[config.mk]
export PLATFORM = sky130hd
export DESIGN_NAME = pipe_hazard_ctrl
export DESIGN_NICKNAME = d
export VERILOG_FILES = /design/src/rtl/pipe_hazard_ctrl.sv
export SDC_FILE = /design/constraint.sdc
export NUM_CORES = 1
export LEC_CHECK = 0
export BUFFER_PORTS_ARGS = -buffer_cell sky130_fd_sc_hd__buf_2
export CAP_MARGIN = 40
export CORE_MARGIN = 10
export CORE_UTILIZATION = 30
export DETAILED_ROUTE_END_ITERATION = 8
export GPL_TIMING_DRIVEN = 0
export SKIP_LAST_GASP = 1
export SLEW_MARGIN = 20
export SYNTH_ARGS = -nofsm -noshare
export SYNTH_HDL_FRONTEND = slang
export SYNTH_SLANG_ARGS = --single-unit
[constraint.sdc]
create_clock -name clock -period 2.4 [get_ports clock]
set_clock_uncertainty 0.1 [all_clocks]
set_input_delay 0.12 -clock clock [delete_from_list [all_inputs] [get_ports clock]]
set_output_delay 0.12 -clock clock [all_outputs]
set_load 0.01 [all_outputs]
[src/rtl/pipe_hazard_ctrl.sv]
// Pipeline hazard controller: per-stage write scoreboard driving stall, flush and
// operand forward selects for the in-order pcpu, plus an idle/run/drain run-state.
module pipe_hazard_ctrl #(
  parameter int NREG       = 8,
  parameter int AW         = 3,
  parameter int DEPTH      = 3,
  parameter int LOAD_STAGE = 2,
  parameter int SW         = 2,
  parameter int CW         = 16
) (
  input  logic          clock,
  input  logic          reset,
  input  logic          enable,
  input  logic          start,
  input  logic          halt_wb,
  input  logic          id_valid,
  input  logic [AW-1:0] id_rs,
  input  logic          id_rs_used,
  input  logic [AW-1:0] id_rt,
  input  logic          id_rt_used,
  input  logic [AW-1:0] id_rd,
  input  logic          id_we,
  input  logic          id_is_load,
  input  logic          branch_taken,
  output logic          running,
  output logic          stall,
  output logic          flush,
  output logic [SW-1:0] fwd_a,
  output logic [SW-1:0] fwd_b,
  output logic [CW-1:0] stall_count
);

  localparam int DCW = $clog2(DEPTH + 1);

  typedef enum logic [1:0] {
    IDLE  = 2'd0,
    RUN   = 2'd1,
    DRAIN = 2'd2
  } state_e;

  state_e               state_q, state_d;
  logic [DCW-1:0]       drainCnt_q, drainCnt_d;

  // Scoreboard: index i holds the instruction now in stage i+1.
  logic [DEPTH-1:0]         sbValid_q;
  logic [DEPTH-1:0][AW-1:0] sbRd_q;
  logic [DEPTH-1:0]         sbLoad_q;

  logic                 inRun;
  logic                 hazA, hazB;
  logic                 issue;

  // Returns {hazard, select}; the youngest matching producer wins.
  function automatic logic [SW:0] lookup(
    input logic [AW-1:0]            src,
    input logic                     used,
    input logic [DEPTH-1:0]         v,
    input logic [DEPTH-1:0][AW-1:0] rd,
    input logic [DEPTH-1:0]         ld
  );
    logic [SW-1:0] sel;
    logic          haz;
    sel = '0;
    haz = 1'b0;
    for (int i = DEPTH - 1; i >= 0; i--) begin
      if (used && (src != '0) && (int'(src) < NREG) && v[i] && (rd[i] == src)) begin
        if (!ld[i] || ((i + 1) >= LOAD_STAGE)) begin
          sel = SW'(i + 1);
          haz = 1'b0;
        end else begin
          sel = '0;
          haz = 1'b1;
        end
      end
    end
    return {haz, sel};
  endfunction

  always_ff @(posedge clock or posedge reset) begin
    if (reset) begin
      state_q    <= IDLE;
      drainCnt_q <= '0;
    end else begin
      state_q    <= state_d;
      drainCnt_q <= drainCnt_d;
    end
  end

  always_comb begin
    state_d    = state_q;
    drainCnt_d = drainCnt_q;
    case (state_q)
      IDLE: begin
        if (enable && start) state_d = RUN;
      end
      RUN: begin
        if (halt_wb) begin
          state_d = IDLE;
        end else if (!enable) begin
          state_d    = DRAIN;
          drainCnt_d = DCW'(DEPTH);
        end
      end
      DRAIN: begin
        // Enable coming back does not cut the drain short.
        if (halt_wb || (drainCnt_q <= DCW'(1))) begin
          state_d    = IDLE;
          drainCnt_d = '0;
        end else begin
          drainCnt_d = drainCnt_q - DCW'(1);
        end
      end
      default: begin
        state_d    = IDLE;
        drainCnt_d = '0;
      end
    endcase
  end

  always_comb begin
    running = (state_q != IDLE);
    inRun   = (state_q == RUN);
  end

  always_comb begin
    {hazA, fwd_a} = lookup(id_rs, id_rs_used, sbValid_q, sbRd_q, sbLoad_q);
    {hazB, fwd_b} = lookup(id_rt, id_rt_used, sbValid_q, sbRd_q, sbLoad_q);
    flush = running && branch_taken;
    stall = inRun && id_valid && (hazA || hazB) && !branch_taken;
    issue = inRun && id_valid && id_we && (id_rd != '0) && !stall && !flush;
  end

  // Stalled or flushed ID slots enter the pipe as bubbles.
  always_ff @(posedge clock or posedge reset) begin
    if (reset) begin
      sbValid_q <= '0;
      sbRd_q    <= '0;
      sbLoad_q  <= '0;
    end else if (running) begin
      sbValid_q <= {sbValid_q[DEPTH-2:0], issue};
      sbRd_q    <= {sbRd_q[DEPTH-2:0], id_rd};
      sbLoad_q  <= {sbLoad_q[DEPTH-2:0], id_is_load};
    end
  end

  always_ff @(posedge clock or posedge reset) begin
    if (reset) begin
      stall_count <= '0;
    end else if (stall && (stall_count != {CW{1'b1}})) begin
      stall_count <= stall_count + CW'(1);
    end
  end

endmodule
==> impl_metrics.tcl, run 1 <==
set metrics [dict create \
    status "completed" \
    io_pins 43 \
    relSlewSlack_pct 51.8 \
    port_buffers 42 \
    synth_compound_area_share_pct 5.05 \
    wire_per_inst_um 15.4 \
    met2_length_um 2200 \
    antenna_found_initial 0 \
    wl_met1_um 2320 \
    numCtsBuffers 5 \
    wl_met3_um 286 \
    track_usage_pct 10.1 \
    multi_input_area_mm2 0.00105 \
    synthAdderAreaFrac_pct 3.23 \
    cts_max_level 2 \
    synth.ff_latch_count 33 \
    clk_latency_ns 0.29 \
    netlist_instances 185 \
    highest_layer "met4" \
    fmax_ghz 0.458 \
    avgSynthCellArea_um2 10.5 \
    ys_warn_count 0 \
    leakagePower_nw 1.09 \
    clk_pin_slew_ns 0.07 \
    cp.arrival_ns 1.96 \
    rsz0062_at_grt "false" \
    r2r_slack_ns 0.28 \
    postSynth.asyncResetShare_pct 100 \
    die_h_um 100 \
    period_minus_slack_ns 2.18 \
    worstReg2RegStart "stall_count[0]" \
    reg2regPathDepth 6 \
    drt-total-wl_um 4880 \
    nFillCells 670 \
    gr-total-overflow 0 \
    post-dp-hpwl_um 3660 \
    ys.flop_type "dfrtp_1" \
    path_cells "xnor2_1 > nand4_1 > o22ai_2 > buf_6 > and2_1 > buf_2" \
    slew_violations 0 \
    startpoint "sbRd_q[0]" \
    clock_path_buffers 2 \
    core_area_mm2 0.00631 \
    final_common_cell "buf_2" \
    crit_required_ns 2.18 \
    die_x_um 100 \
    finalHoldViolations 0 \
    tritoncts "yes" \
    synth-simple-area-share_pct 22.3 \
    cp-endpoint "stall" \
    gp_congestion 0.804 \
    period_share_pct 91.0 \
    grt_pass1_vias 1681 \
    crit_path_top_delay_cell "dfrtp_1" \
    tightest_slew_ns 0.722 \
    worstPathMaxFanout 10 \
    synth_edf_count 0 \
    hp-class "in -> reg" \
    final_core_util_pct 37.8 \
    crit_type "reg -> out" \
    root_buffer "clkbuf_8" \
    max-cap-violations 0 \
    drt_first_pass_iters 4 \
    regArea_um2 826 \
    synthXorXnorAreaFrac_pct 14.0 \
    max_stage_delay_ns 0.43 \
    r2r_end "stall_count[1]" \
    initial_core_util_pct 30.6 \
    cp-end-kind "output port" \
    final_cell_mix "43 x buf_2, 33 x dfrtp_1, 23 x xnor2_1" \
    grt_max_degree 34 \
    die_area_mm2 0.0101 \
    ys_seq_area_share_pct 42.7 \
    cts_sinks 33 \
    areaGrowthSynthToFinish_pct 23.5 \
    ir_drop_uv 351 \
    synth_top_family_by_area "simple AND/OR/NAND/NOR gates" \
    core.rowCount 29 \
    ys_types 36 \
    power_density_mw_per_mm2 815 \
    finalSetupTns_ns 0 \
    drt_iter0_markers 32 \
    num-nets-final 265 \
    synthMuxAreaShare_pct 9.77 \
    syn-cell-area_mm2 0.00193 \
    num_vias 1593 \
    start_kind "register" \
    via_per_inst 5.03 \
    drc 0 \
    grt_pass1_wl_um 8390 \
    syn_nets 210 \
    ant_nets 0 \
    n_antenna_cell 0 \
    setup_violations 0 \
    drive_gt1_share_pct 30.0 \
]
[worst min path at each step]
stage,startpoint,endpoint,slack (ns),depth (start not counted)
global route,start,state_q[0],0.1,3
CTS,start,state_q[1],0.04,4
global placement,id_is_load,sbLoad_q[0],0.26,2
floorplan,enable,state_q[1],0.12,1
detailed placement,reset,drainCnt_q[0],0.19,2
finish,start,state_q[1],0.04,4
[report_power, final]
part           switching (W)  leakage, nW  internal (W)
logic               0.000320        0.608      0.000349
clock network       0.000207       0.0443      0.000228
registers           0.000155        0.436      0.000689
total               0.000681         1.09       0.00127
[worst max-delay path: cells and delay by family, from the launching register on]
kind | cells | cell delay (ns)
AND/OR/NAND/NOR | 2 | 0.29
buffers and inverters | 2 | 0.34
flip-flops | 1 | 0.43
XOR/XNOR | 1 | 0.19
AO/OA/AOI/OAI | 1 | 0.43
[per-stage QoR]
| step | cell area [µm²] | std cells | setup slack (ns) | hold slack, ns | power, W |
|---|---|---|---|---|---|
| after global placement | 2240 | 304 | 0.290 | 0.256 | 0.00148 |
| after floorplan | 1930 | 185 | 0.457 | 0.121 | 0.00133 |
| after global routing | 2390 | 317 | 0.0577 | 0.0954 | 0.00210 |
| final | 2390 | 317 | 0.217 | 0.0380 | 0.00195 |
| after CTS | 2390 | 317 | 0.0776 | 0.0362 | 0.00196 |
| after detailed placement | 2240 | 304 | 0.271 | 0.193 | 0.00151 |
[registers in the layout (all words and copies together), names as in the netlist]
signal and cells:
sbRd_q 9, sbValid_q 3, stall_count 16, sbLoad_q 1, drainCnt_q 2, state_q 2
[logic make-up (layout without fill, tap and decap cells)]
group,after synthesis,in the layout
compound gates,15,15
flops,33,33
xor+xnor,31,31
mux,17,17
simple gates,73,73
buf+inv,11,66
fa+ha+maj,5,5
[cell type report]
class | count | share of cell area (%)
multi-input cells | 141 | 44.0
flip-flops and latches | 33 | 34.6
repair buffers | 48 | 11.3
well taps | 77 | 4.03
clock buffers | 7 | 3.61
plain buffers | 5 | 1.52
inverters | 6 | 0.943
[metal layers]
layer / GRT usage [%] / vias up
met5: 0 / -
met2: 14.8 / 31
met1: 13.2 / 785
met3: 3.57 / 5
li1: - / 772
met4: 4.13 / 0
[synthesized netlist by cell type, types with 2 or more instances]
cell type | instances | area share (%)
nand3_1 | 12 | 3.1
xnor2_1 | 23 | 10
o21ai_0 | 3 | 0.78
nor2b_1 | 2 | 0.65
buf_6 | 2 | 1.2
and4_1 | 2 | 0.91
o31ai_1 | 2 | 0.78
mux2_2 | 15 | 8.7
ha_1 | 5 | 3.2
nand4b_1 | 2 | 0.91
xor2_1 | 8 | 3.6
inv_1 | 6 | 1.2
nand2b_1 | 3 | 0.97
a21oi_1 | 5 | 1.3
nand2_1 | 12 | 2.3
nor3_1 | 7 | 1.8
nor2_1 | 8 | 1.6
mux2i_1 | 2 | 1.0
and3_1 | 4 | 1.3
dfrtp_1 | 33 | 43
nand4_1 | 14 | 4.5
[timing repair]
action	4_1_cts	5_1_grt
hold buffers	6	0
setup buffers	0	0
endpoints found under the hold margin	38	0
gates resized for setup	0	1
setup endpoints to repair	0	1
No activity file was read; power rests on OpenSTA's default activity.
==> run 2: changes to the inputs <==
--- a/config.mk
+++ b/config.mk
@@ -5,11 +5,11 @@
 export SDC_FILE = /design/constraint.sdc
 export NUM_CORES = 1
 export LEC_CHECK = 0
-export BUFFER_PORTS_ARGS = -buffer_cell sky130_fd_sc_hd__buf_2
 export CAP_MARGIN = 40
 export CORE_MARGIN = 10
 export CORE_UTILIZATION = 30
 export DETAILED_ROUTE_END_ITERATION = 8
+export DONT_BUFFER_PORTS = 1
 export GPL_TIMING_DRIVEN = 0
 export SKIP_LAST_GASP = 1
 export SLEW_MARGIN = 20
==> run 2 against run 1 <==
Net effect: die area unchanged; hold slack got worse by 0.0040 ns; combinational power decreased by 6.0%; register-to-register slack got worse by 0.04 ns; critical path type is now reg -> reg; largest cell class unchanged; largest power group unchanged.
==> impl_metrics.tcl, run 2 (synthesis results as in run 1) <==
set metrics [dict create \
    placed_area_mm2 0.00203 \
    leakagePower_nw 0.901 \
    worstPathMaxFanout 6 \
    port_buffers 0 \
    gp_congestion 0.759 \
    swShare_pct 34.8 \
    io_pins 43 \
    relSlewSlack_pct 60.7 \
    drt_iter0_markers 77 \
    cts_sinks 33 \
    core_area_mm2 0.00631 \
    cts_setup_buffers 0 \
    grt_max_degree 34 \
    clk_latency_ns 0.28 \
    fin_cells 279 \
    start_kind "register" \
    clk_pin_slew_ns 0.07 \
    period_minus_slack_ns 2.16 \
    tightest_slew_ns 0.590 \
    crit_required_ns 2.48 \
    final_cell_area_mm2 0.00222 \
    wire_per_inst_um 17.0 \
    tritoncts "yes" \
    final_cell_mix "33 x dfrtp_1, 23 x xnor2_1, 15 x mux2_2" \
    power_density_mw_per_mm2 851 \
    rsz0062_at_grt "false" \
    num-nets-final 225 \
    intPower_w 0.00123 \
    num_vias 1440 \
    final_common_cell "dfrtp_1" \
    status "completed" \
    crit_type "reg -> reg" \
    grt_pass1_wl_um 7890 \
    fmax_ghz 0.463 \
    largest_reg_flops 16 \
    post-dp-hpwl_um 3590 \
    grt_pass1_vias 1494 \
    drive_gt1_share_pct 15.9 \
    slew_violations 0 \
    cts_max_level 2 \
    finalSetupTns_ns 0 \
    clock_path_buffers 2 \
    p_comb_share_pct 33.4 \
    hold_ws_ns 0.0340 \
    hp-class "in -> reg" \
    period_share_pct 90.0 \
    core.rowCount 29 \
    die_area_mm2 0.0101 \
    power.share.sequential_pct 44.7 \
    cp.arrival_ns 2.24 \
    ant_nets 0 \
    nFillCells 675 \
    finalHoldViolations 0 \
    root_buffer "clkbuf_8" \
    areaGrowthSynthToFinish_pct 14.6 \
    ir_drop_uv 330 \
    die_x_um 100 \
    dpl.cell_count 262 \
    drt-total-wl_um 4750 \
    gr-total-overflow 0 \
    antenna_found_initial 1 \
    drc 0 \
    numCtsBuffers 5 \
    initial_core_util_pct 30.6 \
    setup_violations 0 \
    via_per_inst 5.16 \
    cp-end-kind "register" \
    ctsResizeCount 0 \
    largest_register "stall_count" \
    clockPowerShare_pct 22.0 \
    max-cap-violations 0 \
    p_sw_w 0.000656 \
    reg_top3 "stall_count (16), sbRd_q (9), sbValid_q (3)" \
    die_h_um 100 \
    drt_first_pass_iters 4 \
    track_usage_pct 9.67 \
]
==> run 2: cell types whose count changed in the layout (fill, tap and decap cells not counted), moves of 2 or more <==
| cell | change |
|---|---|
| dlygate4sd3_1 | +2 |
| clkinv_2 | +2 |
| buf_2 | -42 |
| clkbuf_1 | -2 |
==> run 2: area by class of cell <==
type                            instances  area (µm²)  area share [%]
Multi-Input combinational cell        141        1050            47.4
Sequential cell                        33         826            37.3
Timing Repair Buffer                    9         100            4.52
Tap cell                               77        96.3            4.35
Clock buffer                            5        68.8            3.11
Buffer                                  4        31.3            1.41
Inverter                                6        22.5            1.02
Clock inverter                          3        17.5           0.791
Antenna cell                            1        2.50           0.113
==> run 2: through the flow <==
step	power [W]	setup slack (ns)	util, %
after floorplan	0.00133	0.457	-
final	0.00189	0.240	35.1
after global placement	0.00144	0.236	32.2
after global routing	0.00204	0.0708	35.1
after CTS	0.00192	0.167	34.8
after detailed placement	0.00147	0.237	32.2
==> run 2: per-layer routing <==
layer  part of all wire [%]  GRT usage (%)  routed length [µm]  vias to the layer above
met5                      0              0                   0                        -
met3                    9.5           4.12                 452                        5
met4                    1.2           2.93                  57                        0
met2                     46           14.6                2190                       44
met1                     43           12.2                2060                      698
li1                       -              -                   -                      693
==> run 2: path summary, 6_finish.rpt <==
check / startpoint / end / slack, ns / depth (start not counted)
setup / recovery: stall_count[0] / stall_count[1] / 0.24 / 6
hold / removal: enable / drainCnt_q[0] / 0.03 / 3
setup reg to reg: stall_count[0] / stall_count[1] / 0.24 / 6
hold reg to reg: drainCnt_q[1] / drainCnt_q[1] / 0.40 / 2
max in group asynchronous: reset / sbRd_q[2] / 1.81 / 3
min in group asynchronous: reset / drainCnt_q[0] / 0.19 / 3
==> run 2: worst max-delay path: stages, from the launching register on <==
cell and delay, ns:
dfrtp_1 0.50, ha_1 0.26, nand2_1 0.12, nor4b_4 0.33, nand4_2 0.21, nand3_1 0.18, mux2_2 0.34
==> run 2: timing repair <==
| item | CTS | global route |
|---|---|---|
| endpoints found under the hold margin | 39 | 0 |
| endpoints found under the setup margin | 0 | 1 |
| hold buffers | 8 | 0 |
==> run 2: power by group through the flow <==
stage | Clock, W | Sequential (W) | Combinational (W)
2_1_floorplan | 0 | 0.000810 | 0.000519
3_3_place_gp | 0 | 0.000847 | 0.000596
3_5_place_dp | 0 | 0.000852 | 0.000614
4_1_cts | 0.000437 | 0.000841 | 0.000638
5_1_grt | 0.000461 | 0.000866 | 0.000717
6_report | 0.000415 | 0.000842 | 0.000629
==> run 3: changes to the inputs <==
--- a/config.mk
+++ b/config.mk
@@ -5,6 +5,7 @@
 export SDC_FILE = /design/constraint.sdc
 export NUM_CORES = 1
 export LEC_CHECK = 0
+export ABC_AREA = 1
 export CAP_MARGIN = 40
 export CORE_MARGIN = 10
 export CORE_UTILIZATION = 30
==> run 3 against run 2 <==
Net effect: utilization is 0.070 points lower; total power is 0.23% higher; cell area is 7.4% higher; register-to-register slack better by 0.20 ns; die area is 7.0% higher; combinational power is 4.5% higher; clock-buffer cell count is 2 higher; critical path depth stayed put; sequential power is 3.6% lower; global-route usage is 0.38 points higher; critical endpoint is now stall; largest cell class unchanged; largest power group unchanged; highest routed layer unchanged.
==> impl_metrics.tcl, run 3 <==
set metrics [dict create \
    largest_reg_flops 16 \
    ys_top_cells_by_count "85 x nand2_1, 47 x inv_1, 33 x dfrtp_1, 27 x nor2_1, 21 x o21ai_0" \
    postSynth.asyncResetShare_pct 100 \
    final_cell_mix "85 x nand2_1, 46 x inv_1, 33 x dfrtp_1" \
    io_pins 43 \
    ir_drop_uv 277 \
    post-synth-top-area-cell "dfrtp_1" \
    largest_register "stall_count" \
    slew_violations 0 \
    via_per_inst 4.64 \
    clock_path_buffers 2 \
    ys_warn_count 0 \
    drt_first_pass_iters 4 \
    dpl.cell_count 392 \
    max-cap-violations 0 \
    die_h_um 104 \
    num-nets-final 335 \
    cp-end-kind "output port" \
    p_comb_share_pct 34.8 \
    die_x_um 104 \
    num_vias 1884 \
    post-dp-hpwl_um 4130 \
    ant_nets 0 \
    hp-class "in -> reg" \
    drive_gt1_share_pct 8.39 \
    relSlewSlack_pct 53.6 \
    cp.arrival_ns 1.75 \
    intPower_w 0.00114 \
    gp_congestion 0.838 \
    die_area_mm2 0.0108 \
    hp-start "id_we" \
    core.rowCount 30 \
    wire_per_inst_um 13.1 \
    synth_area_leaders "dfrtp_1 39%, nand2_1 15%, inv_1 8.4%" \
    final_common_cell "nand2_1" \
    avgSynthCellArea_um2 7.11 \
    drt_iter0_markers 105 \
    synth.ff_latch_count 33 \
    setup_violations 0 \
    clockPowerShare_pct 22.3 \
    crit_type "reg -> out" \
    reg_top3 "stall_count (16), sbRd_q (9), sbValid_q (3)" \
    syn_nets 321 \
    grt_max_degree 34 \
    netlist_instances 296 \
    n_antenna_cell 0 \
    areaGrowthSynthToFinish_pct 13.1 \
    drc 0 \
    worstPathMaxFanout 8 \
    core_area_mm2 0.00679 \
    startpoint "state_q[1]" \
    finalPower_w 0.00189 \
    fmax_ghz 0.507 \
    clk_pin_slew_ns 0.07 \
    cts_setup_buffers 0 \
    syn-cell-area_mm2 0.00210 \
    crit_required_ns 2.18 \
    synth_edf_count 0 \
    ctsResizeCount 0 \
    rsz0062_at_grt "false" \
    ys.flop_type "dfrtp_1" \
    power_density_mw_per_mm2 794 \
    drt-total-wl_um 5340 \
    period_minus_slack_ns 1.97 \
    antenna_found_initial 0 \
    worstReg2RegStart "state_q[1]" \
    yosysMostFrequentCell "nand2_1" \
    cts_sinks 33 \
    root_buffer "clkbuf_8" \
    finalSetupTns_ns 0 \
    hold_ws_ns 0.00983 \
    grt_pass1_wl_um 9210 \
    gr-total-overflow 0 \
    tightest_slew_ns 0.695 \
    numCtsBuffers 5 \
    track_usage_pct 10.1 \
    fin_cells 406 \
    r2r_slack_ns 0.44 \
    grt_pass1_vias 1897 \
    ys_seq_area_share_pct 39.3 \
    p_sw_w 0.000753 \
    period_share_pct 82.2 \
    finalHoldViolations 0 \
    ys_types 29 \
    power.share.sequential_pct 43.0 \
    status "completed" \
    start_kind "register" \
    tritoncts "yes" \
    clk_latency_ns 0.28 \
    port_buffers 0 \
    initial_core_util_pct 31.0 \
    cts_max_level 2 \
    synth_top_area_share_pct 39.3 \
    swShare_pct 39.8 \
    leakagePower_nw 1.19 \
]
[run 3: cell count changes after synthesis, moves of 5 or more]
| cell | delta |
|---|---|
| o21ai_0 | +18 |
| nand2_1 | +73 |
| nor2_1 | +19 |
| inv_1 | +41 |
| xor2_1 | -5 |
| mux2_2 | -15 |
| nor2_2 | +5 |
| xnor2_1 | -18 |
| o21ai_1 | +6 |
| nand4_1 | -7 |
| nand3_1 | +8 |
[run 3: layout make-up]
cell class	count	area (µm²)
plain buffers	3	18.8
clock buffers	7	86.3
fillers	728	4410
inverters	52	195
multi-input cells	208	1060
flip-flops and latches	33	826
well taps	96	120
repair buffers	7	70.1
[run 3: kinds of logic (layout without fill, tap and decap cells)]
group           count (synthesis)  count (layout)  synth area share (%)
compound gates                 34              34                  9.16
buf+inv                        55              69                  10.2
xor+xnor                        8               8                  3.33
fa+ha+maj                       5               5                  2.97
flops                          33              33                  39.3
simple gates                  161             161                  35.1
[run 3: final timing paths]
| path | end | cells after the start |
|---|---|---|
| min in group asynchronous | stall_count[15] | 2 |
| worst min-delay path | sbValid_q[0] | 4 |
| worst max register to register | stall_count[5] | 8 |
| worst min register to register | sbRd_q[6] | 2 |
| worst max-delay path | stall | 6 |
| max in group asynchronous | stall_count[1] | 2 |
[run 3: power by group through the flow]
stage	clock, W	sequential, W	combinational (W)
after detailed placement	0	0.000822	0.000648
final	0.000421	0.000812	0.000657
after global placement	0	0.000821	0.000627
after global routing	0.000464	0.000833	0.000776
after floorplan	0	0.000783	0.000519
after CTS	0.000437	0.000813	0.000663
[run 3: repair_timing]
item / 4_1_cts / 5_1_grt
hold endpoints to repair: 40 / 0
endpoints found under the setup margin: 0 / 0
hold buffers: 7 / 0
[run 3: worst max-delay path, cell delays in order, from the launching register on]
cell and delay (ns):
dfrtp_1 0.38, inv_1 0.10, ha_1 0.25, nand2_1 0.15
nor3_4 0.32, nand2_1 0.12, inv_1 0.14
[run 3: per-stage QoR]
stage / utilization [%] / setup WS (ns) / area (µm²)
floorplan: - / 0.692 / 2100
global placement: 32.7 / 0.455 / 2220
detailed placement: 32.7 / 0.448 / 2220
CTS: 35.0 / 0.418 / 2380
global route: 35.0 / 0.228 / 2380
finish: 35.0 / 0.428 / 2380
[run 3: layer usage]
layer | up-vias | wire (µm) | GRT usage, %
li1 | 953 | - | -
met1 | 876 | 2400 | 12.1
met2 | 51 | 2440 | 16.0
met3 | 4 | 455 | 4.34
met4 | 0 | 36 | 2.68
met5 | - | 0 | 0
